==> src/rtl/uart_time_cmd.sv <==
// Parses "Thh:mm:ss<CR>" from the UART receive stream and hands packed-BCD time to the RTC controller.
// Optional build macro TIME_CMD_RANGE_CHECK_EN rejects out-of-range time digits as they arrive.
module uart_time_cmd #(
  parameter logic [15:0] TIMEOUT_CYCLES = 16'd65535
) (
  input  logic       clk,
  input  logic       rst_n,
  input  logic [7:0] rx_data,
  input  logic       rx_valid,
  output logic [7:0] set_hour,
  output logic [7:0] set_minute,
  output logic [7:0] set_second,
  output logic       set_req,
  input  logic       set_ack,
  output logic       cmd_ok,
  output logic       cmd_err,
  output logic       busy,
  output logic [3:0] dbg_state
);

  typedef enum logic [3:0] {
    S_IDLE, S_H1, S_H0, S_C1, S_M1, S_M0, S_C2, S_S1, S_S0, S_CR, S_REQ
  } state_t;

  // Handshake: set_req is a level held from CR acceptance until set_ack is
  // sampled high; set_* are stable for the whole time set_req is high.

  state_t      r_state;
  logic [7:0]  r_sh_hour;
  logic [7:0]  r_sh_min;
  logic [7:0]  r_sh_sec;
  logic [15:0] r_tmo_cnt;
  logic [7:0]  r_set_hour;
  logic [7:0]  r_set_minute;
  logic [7:0]  r_set_second;
  logic        r_set_req;
  logic        r_cmd_ok;
  logic        r_cmd_err;
  logic        r_busy;

  logic        w_is_digit;
  logic        w_range_ok;
  logic        w_byte_ok;
  logic [3:0]  w_digit;
  state_t      w_adv_state;

  assign w_digit    = rx_data[3:0];
  assign w_is_digit = (rx_data >= 8'h30) && (rx_data <= 8'h39);

`ifdef TIME_CMD_RANGE_CHECK_EN
  always_comb begin
    w_range_ok = 1'b1;
    case (r_state)
      S_H1:       w_range_ok = (w_digit <= 4'd2);
      S_H0:       w_range_ok = (r_sh_hour[7:4] != 4'd2) || (w_digit <= 4'd3);
      S_M1, S_S1: w_range_ok = (w_digit <= 4'd5);
      default:    w_range_ok = 1'b1;
    endcase
  end
`else
  assign w_range_ok = 1'b1;
`endif

  always_comb begin
    w_byte_ok   = 1'b0;
    w_adv_state = S_IDLE;
    case (r_state)
      S_H1: begin w_byte_ok = w_is_digit && w_range_ok; w_adv_state = S_H0; end
      S_H0: begin w_byte_ok = w_is_digit && w_range_ok; w_adv_state = S_C1; end
      S_C1: begin w_byte_ok = (rx_data == 8'h3A);       w_adv_state = S_M1; end
      S_M1: begin w_byte_ok = w_is_digit && w_range_ok; w_adv_state = S_M0; end
      S_M0: begin w_byte_ok = w_is_digit && w_range_ok; w_adv_state = S_C2; end
      S_C2: begin w_byte_ok = (rx_data == 8'h3A);       w_adv_state = S_S1; end
      S_S1: begin w_byte_ok = w_is_digit && w_range_ok; w_adv_state = S_S0; end
      S_S0: begin w_byte_ok = w_is_digit && w_range_ok; w_adv_state = S_CR; end
      S_CR: begin w_byte_ok = (rx_data == 8'h0D);       w_adv_state = S_REQ; end
      default: begin w_byte_ok = 1'b0; w_adv_state = S_IDLE; end
    endcase
  end

  always_ff @(posedge clk or negedge rst_n) begin
    if (!rst_n) begin
      r_state      <= S_IDLE;
      r_sh_hour    <= 8'h00;
      r_sh_min     <= 8'h00;
      r_sh_sec     <= 8'h00;
      r_tmo_cnt    <= 16'd0;
      r_set_hour   <= 8'h00;
      r_set_minute <= 8'h00;
      r_set_second <= 8'h00;
      r_set_req    <= 1'b0;
      r_cmd_ok     <= 1'b0;
      r_cmd_err    <= 1'b0;
      r_busy       <= 1'b0;
    end else begin
      r_cmd_ok  <= 1'b0;
      r_cmd_err <= 1'b0;
      case (r_state)
        S_IDLE: begin
          r_tmo_cnt <= 16'd0;
          if (rx_valid && (rx_data == 8'h54)) begin
            r_state <= S_H1;
            r_busy  <= 1'b1;
          end
        end
        S_REQ: begin
          r_tmo_cnt <= 16'd0;
          if (set_ack) begin
            r_set_req <= 1'b0;
            r_cmd_ok  <= 1'b1;
            r_state   <= S_IDLE;
            r_busy    <= 1'b0;
          end
        end
        default: begin
          // A strobed byte always wins over a same-cycle timeout.
          if (rx_valid) begin
            r_tmo_cnt <= 16'd0;
            if (w_byte_ok) begin
              r_state <= w_adv_state;
              case (r_state)
                S_H1: r_sh_hour[7:4] <= w_digit;
                S_H0: r_sh_hour[3:0] <= w_digit;
                S_M1: r_sh_min[7:4]  <= w_digit;
                S_M0: r_sh_min[3:0]  <= w_digit;
                S_S1: r_sh_sec[7:4]  <= w_digit;
                S_S0: r_sh_sec[3:0]  <= w_digit;
                S_CR: begin
                  r_set_hour   <= r_sh_hour;
                  r_set_minute <= r_sh_min;
                  r_set_second <= r_sh_sec;
                  r_set_req    <= 1'b1;
                end
                default: ;
              endcase
            end else begin
              r_cmd_err <= 1'b1;
              if (rx_data == 8'h54) begin
                r_state <= S_H1;
              end else begin
                r_state <= S_IDLE;
                r_busy  <= 1'b0;
              end
            end
          end else if (r_tmo_cnt == TIMEOUT_CYCLES - 16'd1) begin
            r_tmo_cnt <= 16'd0;
            r_cmd_err <= 1'b1;
            r_state   <= S_IDLE;
            r_busy    <= 1'b0;
          end else begin
            r_tmo_cnt <= r_tmo_cnt + 16'd1;
          end
        end
      endcase
    end
  end

  assign set_hour   = r_set_hour;
  assign set_minute = r_set_minute;
  assign set_second = r_set_second;
  assign set_req    = r_set_req;
  assign cmd_ok     = r_cmd_ok;
  assign cmd_err    = r_cmd_err;
  assign busy       = r_busy;
  assign dbg_state  = r_state;

endmodule

==> config.mk <==
export PLATFORM = sky130hd
export DESIGN_NAME = uart_time_cmd
export DESIGN_NICKNAME = d
export VERILOG_FILES = /design/src/rtl/uart_time_cmd.sv
export SDC_FILE = /design/constraint.sdc
export NUM_CORES = 1
export LEC_CHECK = 0
export ABC_CLOCK_PERIOD_IN_PS = 2900
export CORE_MARGIN = 5
export CORE_UTILIZATION = 50
export DETAILED_ROUTE_END_ITERATION = 16
export HOLD_SLACK_MARGIN = 0.03
export PLACE_DENSITY_LB_ADDON = 0.2
export SYNTH_ARGS = -nofsm -noshare
export SYNTH_HDL_FRONTEND = slang
export SYNTH_SLANG_ARGS = --single-unit
==> constraint.sdc <==
create_clock -name clk -period 2.9 [get_ports clk]
set_clock_uncertainty 0.15 [all_clocks]
set_input_delay 0.58 -clock clk [delete_from_list [all_inputs] [get_ports clk]]
set_output_delay 0.58 -clock clk [all_outputs]
set_load 0.005 [all_outputs]
Word level (Yosys, flattened, before mapping)
Index checks and enable logic that the tools add are counted.
Widths: inputs -> output; s select.
Word-level totals
  logic and storage cells: 87
  bits of input ports: 12
  output and inout bits: 32
  bits in registers: 72
Operators by class
  multiplexer cells: 29
  add/subtract/negate cells: 1
  equal/unequal tests: 18
  bitwise operators: 2
  magnitude comparators: 2
  reduce and logical (&&, ||, !) cells: 20
Operators by type and width (count)
  $mux 16: 3
  $pmux 4 s9: 1
  $reduce_and 4->1: 7
  $mux 4: 5
  $add 16x1->16 const B: 1
  $eq 16x16->1 const B: 1
  $eq 4x3->1 const B: 4
  $mux 1: 16
  $eq 4x4->1 const B: 3
  $reduce_and 5->1: 2
  $eq 4x2->1 const B: 2
  $eq 8x4->1 const B: 1
  $eq 8x6->1 const B: 1
  $eq 8x7->1 const B: 1
  $ge 8x6->1 const B: 1
  $le 8x6->1 const B: 1
  $ne 4x2->1 const B: 2
  $pmux 4 s2: 1
  $reduce_bool 2->1: 3
  $reduce_or 6->1: 1
  $eq 4x1->1 const B: 1
  $logic_not 4->1: 1
  $ne 2x2->1 const B: 2
  $pmux 1 s2: 2
  other kinds (6): 9

Longest topological paths before layout
Gate-level depths: netlist of the first run.
  depth in word-level cells: 6
  mapped depth: 9

Least setup slack after synthesis of the first run
OpenSTA, ideal clock, no wires.
  path type: input-to-reg
  from: input port rx_data[3]
  to: register r_sh_sec[4]
  arrival time: 2.175 ns
  buffers on the path: 2
  cell stages on the path: 8
  slack: 0.450 ns
  library setup time: 0.125 ns
  path through: clkbuf_1 -> nand4bb_1 -> nor3_1 -> a21oi_1 -> a21o_1 -> buf_6 -> nor3_4 -> mux2_2
Between the ends
  cells in the longest elaborated chain, start to end: 4
  elaborated cells between the ends (all ways): 7
  classes of those cells: order compare (2); eq/ne (2); mux (1); reduce/logical (2)
RTL lines
  start, declared: RTL line 8  | input logic [7:0] rx_data,
  $ge 8x6->1 / $le 8x6->1 (equally long branches): RTL line 48  | assign w_is_digit = (rx_data >= 8'h30) && (rx_data <= 8'h39);
  $logic_and 1x1->1: RTL line 48
  $pmux 1 s3 (*): RTL line 67  | case (r_state)
  $reduce_and 4->1 (no line) (*)
  end signal, assigned: RTL line 126  | S_S1: r_sh_sec[7:4] <= w_digit;
  end, declared: RTL line 31  | logic [7:0] r_sh_sec;
Every way passes the cells marked *; elsewhere a longest branch is shown, timed or not.
A chain may end at the register's enable or synchronous reset.

Worst setup path in the final report of the first run
  from: input port rx_data[2]
  to: register r_sh_min[2]
Between the ends
  cells in the longest elaborated chain, start to end: 4
  elaborated cells between the ends (all ways): 7
  classes of those cells: order compare (2); eq/ne (2); mux (1); reduce/logical (2)
RTL lines
  $ge 8x6->1 / $le 8x6->1 (equally long branches): RTL line 48
  $logic_and 1x1->1: RTL line 48
  $pmux 1 s3: RTL line 67
  $reduce_and 4->1 (no line)
  end signal, assigned: RTL line 125  | S_M0: r_sh_min[3:0] <= w_digit;
  end, declared: RTL line 30  | logic [7:0] r_sh_min;
Several ways; a longest one is shown, not always the timed one.

==> results of run 1 <==
## power by group through the flow
| stage | registers, mW | clock network, mW | logic (mW) |
|---|---|---|---|
| 2_1_floorplan | 1.10 | 0 | 0.188 |
| 3_3_place_gp | 1.11 | 0 | 0.329 |
| 3_5_place_dp | 1.11 | 0 | 0.334 |
| 4_1_cts | 1.09 | 0.910 | 0.335 |
| 5_1_grt | 1.10 | 0.962 | 0.361 |
| 6_report | 1.09 | 0.893 | 0.331 |
## final cells by class
type	instances	area share
flip-flops and latches	72	0.441
repair buffers	66	0.149
inverters	4	0.00367
clock buffers	10	0.0337
clock inverters	6	0.0220
multi-input cells	170	0.327
well taps	77	0.0236
## flip-flops by register name, indices dropped and copies added (netlist names)
register and count:
cmd_err 1, dbg_state 4, r_sh_hour 8, r_sh_min 8, r_sh_sec 8, r_tmo_cnt 16
set_hour 8, set_req 1, busy 1, set_second 8, cmd_ok 1, set_minute 8
## metal layers
layer | vias up | global-route usage | wire length, µm
met1 | 1031 | 0.222 | 2930
met3 | 9 | 0.0417 | 277
met4 | 0 | 0.0558 | 101
li1 | 1040 | - | -
met5 | - | 0 | 0
met2 | 41 | 0.246 | 2930
## cell families (layout without fill, tap and decap cells)
group | Yosys count | in the layout | synth area share
AO/OA/AOI/OAI | 14 | 14 | 0.0300
XOR/XNOR | 17 | 17 | 0.0463
adder cells (fa/ha/maj) | 2 | 2 | 0.00778
buffers and inverters | 14 | 86 | 0.0241
flip-flops | 72 | 72 | 0.560
multiplexers | 50 | 50 | 0.175
AND/OR/NAND/NOR | 87 | 87 | 0.157
## critical path, stage by stage
cell,delay (ns)
clkdlybuf4s50_1,0.51
nor3b_1,0.34
a21oi_1,0.16
a21o_1,0.31
buf_4,0.20
nor3_4,0.24
mux2_2,0.37
## path summary, 6_finish.rpt
check | depth (start not counted) | from | endpoint
max | 7 | rx_data[2] | r_sh_min[2]
min | 2 | rst_n | set_second[4]
max reg2reg | 7 | dbg_state[3] | r_sh_min[2]
min reg2reg | 1 | set_minute[2] | set_minute[2]
max in group asynchronous | 2 | rst_n | r_tmo_cnt[2]
min in group clk | 1 | set_minute[2] | set_minute[2]
## synth_stat cells (3+ instances only)
master and number:
dfrtp_1 72, mux2_2 47, nor2_1 28, nand2_1 12
xor2_1 11, nand3_1 7, nand4_1 7, nor3_1 7
xnor2_1 6, a21oi_1 4, buf_4 4, inv_1 4
nor3_4 4, clkbuf_1 3, nor3b_1 3, nor4_1 3
o21ai_0 3
## cell usage in the layout, fill, tap and decap left out, types with 2 or more instances in the layout
| cell | count |
|---|---|
| mux2_2 | 47 |
| bufinv_16 | 2 |
| clkdlybuf4s50_1 | 42 |
| xnor2_1 | 6 |
| nand4_1 | 7 |
| xor2_1 | 11 |
| nor3b_1 | 3 |
| nor3_1 | 7 |
| buf_4 | 22 |
| nor2_1 | 28 |
| or3_1 | 2 |
| nand2b_1 | 2 |
| nand4bb_1 | 2 |
| nor2_2 | 2 |
| mux2_1 | 2 |
| inv_1 | 4 |
| a21oi_1 | 4 |
| nor3_4 | 4 |
| nand3_1 | 7 |
| clkbuf_8 | 10 |
| o21ai_0 | 3 |
| nand2_1 | 12 |
| inv_6 | 2 |
| a211o_1 | 2 |
| nor4_1 | 3 |
| dfrtp_1 | 72 |
| ha_1 | 2 |
==> impl.org, run 1 <==
** Setup path
- Critical Path Fanout Max :: 6
- At the worst endpoint, the arrival time is 2.72 ns.
- The worst setup path is launched from a primary input.
- Worst Setup End Kind :: flop
- For the worst setup path, the data required time is 2.97 ns.
- Worst R2R Setup Slack :: 0.31 ns
- The critical path is of the in2reg type.

** STA
- Count of endpoints failing hold in the final timing report :: 0
- Slew at the pin closest to its max-slew limit :: 0.404 ns
- Maximum operating frequency :: 378 MHz
- Shortest period the worst path allows :: 2.64 ns
- Period utilisation layout :: 0.911
- The final max-slew violation count was 0.
- Setup violations remaining at the end of the flow were counted as 0.
- Adding up every negative setup slack in the final design gives 0 ns.
- Worst slew margin relative to its limit :: 0.728
- After layout, the worst setup slack is 0.257 ns.
- The tightest hold path in the finished design has a slack of 0.102 ns.
- Setup repair after global routing left no endpoint under its margin.

** Finish
- After the last flow step, the layout net total stands at 337.
- Fraction of final layout cells with drive strength greater than 1 :: 0.293
- Final design area excluding fillers :: 4090 µm²
- Once layout is complete, the utilization of the core stands at 0.647.
- Area added between synthesis and finish :: 27.1%
- 0 antenna diodes ended up in the layout.
- Excluding fillers, the count of instances in the completed layout stands at 405.
- In the final layout, the multi-input gates occupy 1340 µm².
- Number of fill cells :: 489
- Registers take 1800 µm².

** Floorplan
- Die Area :: 8140 µm²
- Num ports :: 44
- In this run the core area contains 29 standard-cell rows.
- The initial utilization of the core area, before any placement, comes to 0.509.
- The floorplan step defined a core boundary enclosing 6310 µm².
- Chip width :: 90.2 µm
- Die height :: 90.2 µm

** Logic synthesis
- Number of enable flip-flop cells after synthesis :: 0
- Gate count of the mapped netlist :: 256
- Proportion of register bits with asynchronous set or reset after synthesis :: 1.00
- Average footprint of a synthesized cell :: 12.6 µm²
- In this run, distinct cell masters in the synthesized netlist total 40.
- During synthesis, Yosys emitted a total of 0 warnings.
- In the synthesized netlist the dominant register cell turns out to be dfrtp_1.
- Sorting the synthesized cells by area gives the leading types as dfrtp_1 56%, mux2_2 16%, nor2_1 3.3%.
- Number of synthesized register bits :: 72
- Syn Nets :: 270
- Cell type contributing the most total cell area after synthesis :: dfrtp_1
- Of the post-synthesis cell area, the dominant cell type holds 0.560.
- The mapped netlist covers 3220 µm².
- Of the synthesized area, sequential elements account for 0.560.

** Routing
- After detailed routing, the number of remaining DRC violations is 0.
- Detail Route Antenna Nets :: 0
- Via density per instance :: 5.24
- The final layout contains routed wiring with a total length of 6240 µm.
- After the first detailed-routing iteration, the DRC count stood at 111.
- The detailed router placed 2121 vias in this run.
- The pre-antenna-repair detailed-routing pass consisted of 4 iterations.
- In the final routed layout, each cell accounts on average for 15.4 µm.

** Place
- After legalization and detailed placement, the total HPWL measured 4550 µm.
- Post-DP Area :: 3860 µm²
- Placed Cells :: 389
- Prior to clock tree synthesis, the placed netlist has a worst setup slack of -0.0862 ns.
- The count of buffers added on input and output ports is 43.
- Gp weighted congestion :: 0.825

** Pwr
- Share of total power in the clock network :: 0.385
- Power spread over the standard cell area amounts to 567 nW/µm².
- Internal power component :: 1.72 mW
- Of the total power, combinational logic draws 0.143.
- Of the total power, registers draw 0.472.
- Of the total power, the share spent switching nets is 0.258.
- For this design the total switching power over the nets is 599 µW.
- Summed over all cells, the static leakage comes to 1.89 nW.
- Across the VDD grid, the largest voltage drop is 0.000478 V.
- Overall power of the completed layout :: 2.32 mW

** GRT
- After global routing the overflow that remains totals 0.
- Overall Global Routing Usage :: 0.161
- Maximum number of pins on one net before global-route repair :: 73
- The first global-routing pass estimated 10600 µm of wire.
- The initial antenna violation count was 0.
- Number of global-route vias before repair :: 2135

** Status
- Status :: complete, no violations

** Clocking
- The H-tree was split into 3 levels.
- The clock passes through at most 2 buffers.
- After clock tree synthesis, the flow added hold-fix buffers numbering 0.
- Clock sink count :: 72
- PostCTS Resize Cnt :: 0
- After clock tree synthesis, the clock-pin slew on the worst setup and hold paths is 0.08 ns.
- CTS Root Buffer Type :: clkbuf_8
- TritonCTS created 9 clock buffers.
- TritonCTS built the clock tree.
- For the worst-skew pair, the clock arrives at the later sink with an insertion delay of 0.33 ns.
- Postcts setup bufs :: 0

** Flow run
- Number of maximum-capacitance violations :: 0

** Hold path
- The worst hold path belongs to the class in2async.
Power figures use the tool's default switching activity.
==> inputs of run 2 (changes only) <==
Settings changed: CORE_UTILIZATION 50 to 54, SLEW_MARGIN set to 20.
==> run 2 against run 1 <==
  * Clock power shrank 3.1%
  * Final area about the same
  * Combinational power increased by 2%
  * Sequential power is essentially flat
  * Global-route usage grew 2.6 points
  * Utilization grew 5.1 points
  * Largest cell class unchanged
  * Highest routed layer unchanged
==> impl.org, run 2 (synthesized netlist as in run 1, its figures left out) <==
** Status
- Status :: complete, no violations

** Setup path
- The worst register-to-register path begins at dbg_state[1].
- The setup slack of the worst register-to-register path was 0.36 ns (+0.05 ns).
- The arrival time of data at the critical path endpoint came to 2.74 ns (+0.02 ns).
- Launching element type of the critical path :: primary input
- Number of cells on the worst reg-to-reg path :: 7 (unchanged)
- End of the worst register-to-register path :: r_sh_sec[6]
- Critical path required time :: 2.96 ns (about the same)
- Critical Path Fanout Max :: 6 (unchanged)
- The worst setup path is of the in2reg kind.
- The slowest stage of the critical path belongs to the cell clkdlybuf4s50_1.
- Crit path cell chain :: clkdlybuf4s50_1 > o21ai_0 > nand3_1 > a221o_1 > a21o_1 > buf_12 > nor3_4 > mux2_2
- The worst setup path is captured at a flop.
- Broken down by cell family, the worst path's largest delay share belongs to compound AO/OA/AOI/OAI gates.
- Max incr delay on CP :: 0.46 ns (-0.05 ns)
- Buffers and inverters on the worst path :: 2 (unchanged)

** Floorplan
- Die Area :: 7600 µm² (-6.6%)
- Chip width :: 87.2 µm (-3.4%)
- Die height :: 87.2 µm (-3.4%)
- The number of placement rows was 28 (-3.4%).
- Num ports :: 44 (unchanged)
- Effective utilization at floorplan :: 0.550 (+0.0403)
- The standard cell core area is 5850 µm² (-7.3%).

** Finish
- The fraction of final layout cells sized beyond drive strength 1 is 0.286 (-0.00653).
- Net count of the finished layout :: 335 (-0.59%)
- Max FFs per register :: 16 (unchanged)
- The number of antenna repair diodes came to 0 (unchanged).
- The synthesis-to-finish area growth is 27.1% (about the same).
- Ranked by flip-flop count, first place goes to r_tmo_cnt.
- Most used cells in the layout excluding fill and tap cells :: 72 x dfrtp_1, 47 x mux2_2, 42 x clkdlybuf4s50_1
- Most common library cell in the layout ignoring fill and taps :: dfrtp_1

** Routing
- The via count came to 2172 (+2.4%).
- The average wire per standard cell was 15.8 µm (+2.5%).
- DRC violations left :: 0 (unchanged)
- Detail Route Antenna Nets :: 0 (unchanged)
- The mean number of vias per cell was 5.43 (+3.7%).
- Initial DRT Pass Iterations :: 4 (unchanged)
- Initial DRC count :: 100 (-9.9%)
- Drt total wl :: 6320 µm (+1.3%)

** Clocking
- Count of hold buffers inserted by post-cts repair :: 0 (unchanged)
- The clock transition at the registers of the reported paths was 0.08 ns (about the same).
- CTS tree :: done
- # H-tree levels :: 3 (unchanged)
- The CTS sink count came to 72 (unchanged).
- The post-CTS setup buffer count came to 0 (unchanged).
- The root buffer cell chosen for the clock tree is clkbuf_8.
- The source-to-sink clock delay at the later pin of the worst-skew pair is 0.33 ns (about the same).
- Number of clock buffers inserted by TritonCTS :: 9 (unchanged)
- PostCTS Resize Cnt :: 0 (unchanged)
- Clock tree buffer depth :: 2 (unchanged)

** STA
- The final max-slew violation count was 0 (unchanged).
- Shortest period the worst path allows :: 2.68 ns (+0.0368 ns)
- The highest achievable clock rate came to 373 MHz (-1.4%).
- The measured slew at the worst slew-check pin was 0.378 ns (-0.0260 ns).
- The max-slew headroom at the worst pin came to 0.745 (+0.0175).
- Count of endpoints failing hold in the final timing report :: 0 (unchanged)
- Number of endpoints failing setup at the final stage :: 0 (unchanged)
- The post-route setup TNS came to 0 ns (unchanged).
- RSZ-0062 raised after global routing :: false
- The final critical-path share of the clock period is 0.924 (+0.0127).

** Pwr
- Overall power of the completed layout :: 2.29 mW (-1.1%)
- The worst vdd rail ir drop came to 0.000322 V (-33%).
- Total power density per cell area :: 561 nW/µm² (-1.0%)
- P_leak :: 1.88 nW (-0.36%)

** GRT
- Maximum number of pins on one net before global-route repair :: 73 (unchanged)
- Initial antenna violation count :: 0 (unchanged)
- Remaining Overflow, GRT :: 0 (unchanged)
- Number of global-route vias before repair :: 2235 (+4.7%)
- The global-route usage over all layers came to 0.187 (+0.0262).
- The first-pass GRT wire length was 10900 µm (+2.8%).

** Place
- Final HPWL DP :: 4400 µm (-3.4%)
- Gp weighted congestion :: 0.886 (+7.3%)
- The count of buffers inserted at the top-level ports came to 43 (unchanged).

** Hold path
- Hold Crit Class :: in2async

** Flow run
- Number of maximum-capacitance violations :: 0 (unchanged)
## run 2: cell count changes in the layout (fill, tap and decap cells not counted), sizes merged
cell / previous run / this run
inv: 6 / 4
clkinv: 1 / 2
buf: 24 / 22
## run 2: per-stage QoR
step	hold WS, ns	util	area [µm²]	std cells	setup WS (ns)
after floorplan	0.134	-	3220	256	0.450
after global placement	0.325	0.661	3870	385	-0.0744
after detailed placement	0.332	0.661	3870	385	-0.109
after CTS	0.121	0.698	4090	400	0.221
after global routing	0.132	0.698	4090	400	0.136
final	0.112	0.698	4090	400	0.220
## run 2: worst max path at each step
stage	startpoint	end	slack, ns	cells past startpoint
4_1_cts	rx_data[0]	r_sh_sec[6]	0.22	8
5_1_grt	rx_data[0]	r_sh_sec[6]	0.14	8
3_5_place_dp	rx_data[0]	r_sh_sec[5]	-0.11	8
6_report	rx_data[1]	r_sh_sec[6]	0.22	8
3_3_place_gp	rx_data[1]	r_sh_sec[4]	-0.07	8
2_1_floorplan	rx_data[3]	r_sh_sec[4]	0.45	8
## run 2: power breakdown
group | switching [mW] | leakage [nW] | internal (mW)
logic | 0.180 | 0.781 | 0.159
clock network | 0.362 | 0.108 | 0.503
registers | 0.0414 | 0.992 | 1.05
total | 0.583 | 1.88 | 1.71
## run 2: worst register-to-register path, cell delays in order, from the launching register on
cell and delay (ns):
dfrtp_1 0.54, nor3b_1 0.24, a21oi_1 0.06, a221o_1 0.32
a21o_1 0.27, buf_12 0.19, nor3_4 0.27, mux2_2 0.38
## run 2: area by class of cell
cell class,instances,area (µm²)
Inverter,4,15.0
Fill cell,413,1760
Timing Repair Buffer,64,621
Tap cell,75,93.8
Sequential cell,72,1800
Clock inverter,5,81.3
Clock buffer,10,138
Multi-Input combinational cell,170,1340
## run 2: metal layers
layer / global-route usage / wire length, µm
met1: 0.252 / 2840
met2: 0.294 / 3120
met3: 0.0445 / 287
met4: 0.0725 / 68
met5: 0 / 0
==> inputs of run 3 (changes only) <==
Settings changed: HOLD_SLACK_MARGIN 0.03 to 0.05.
==> results of run 3 <==
Same layout as run 2: the final DEF is identical, and so are final timing and power.
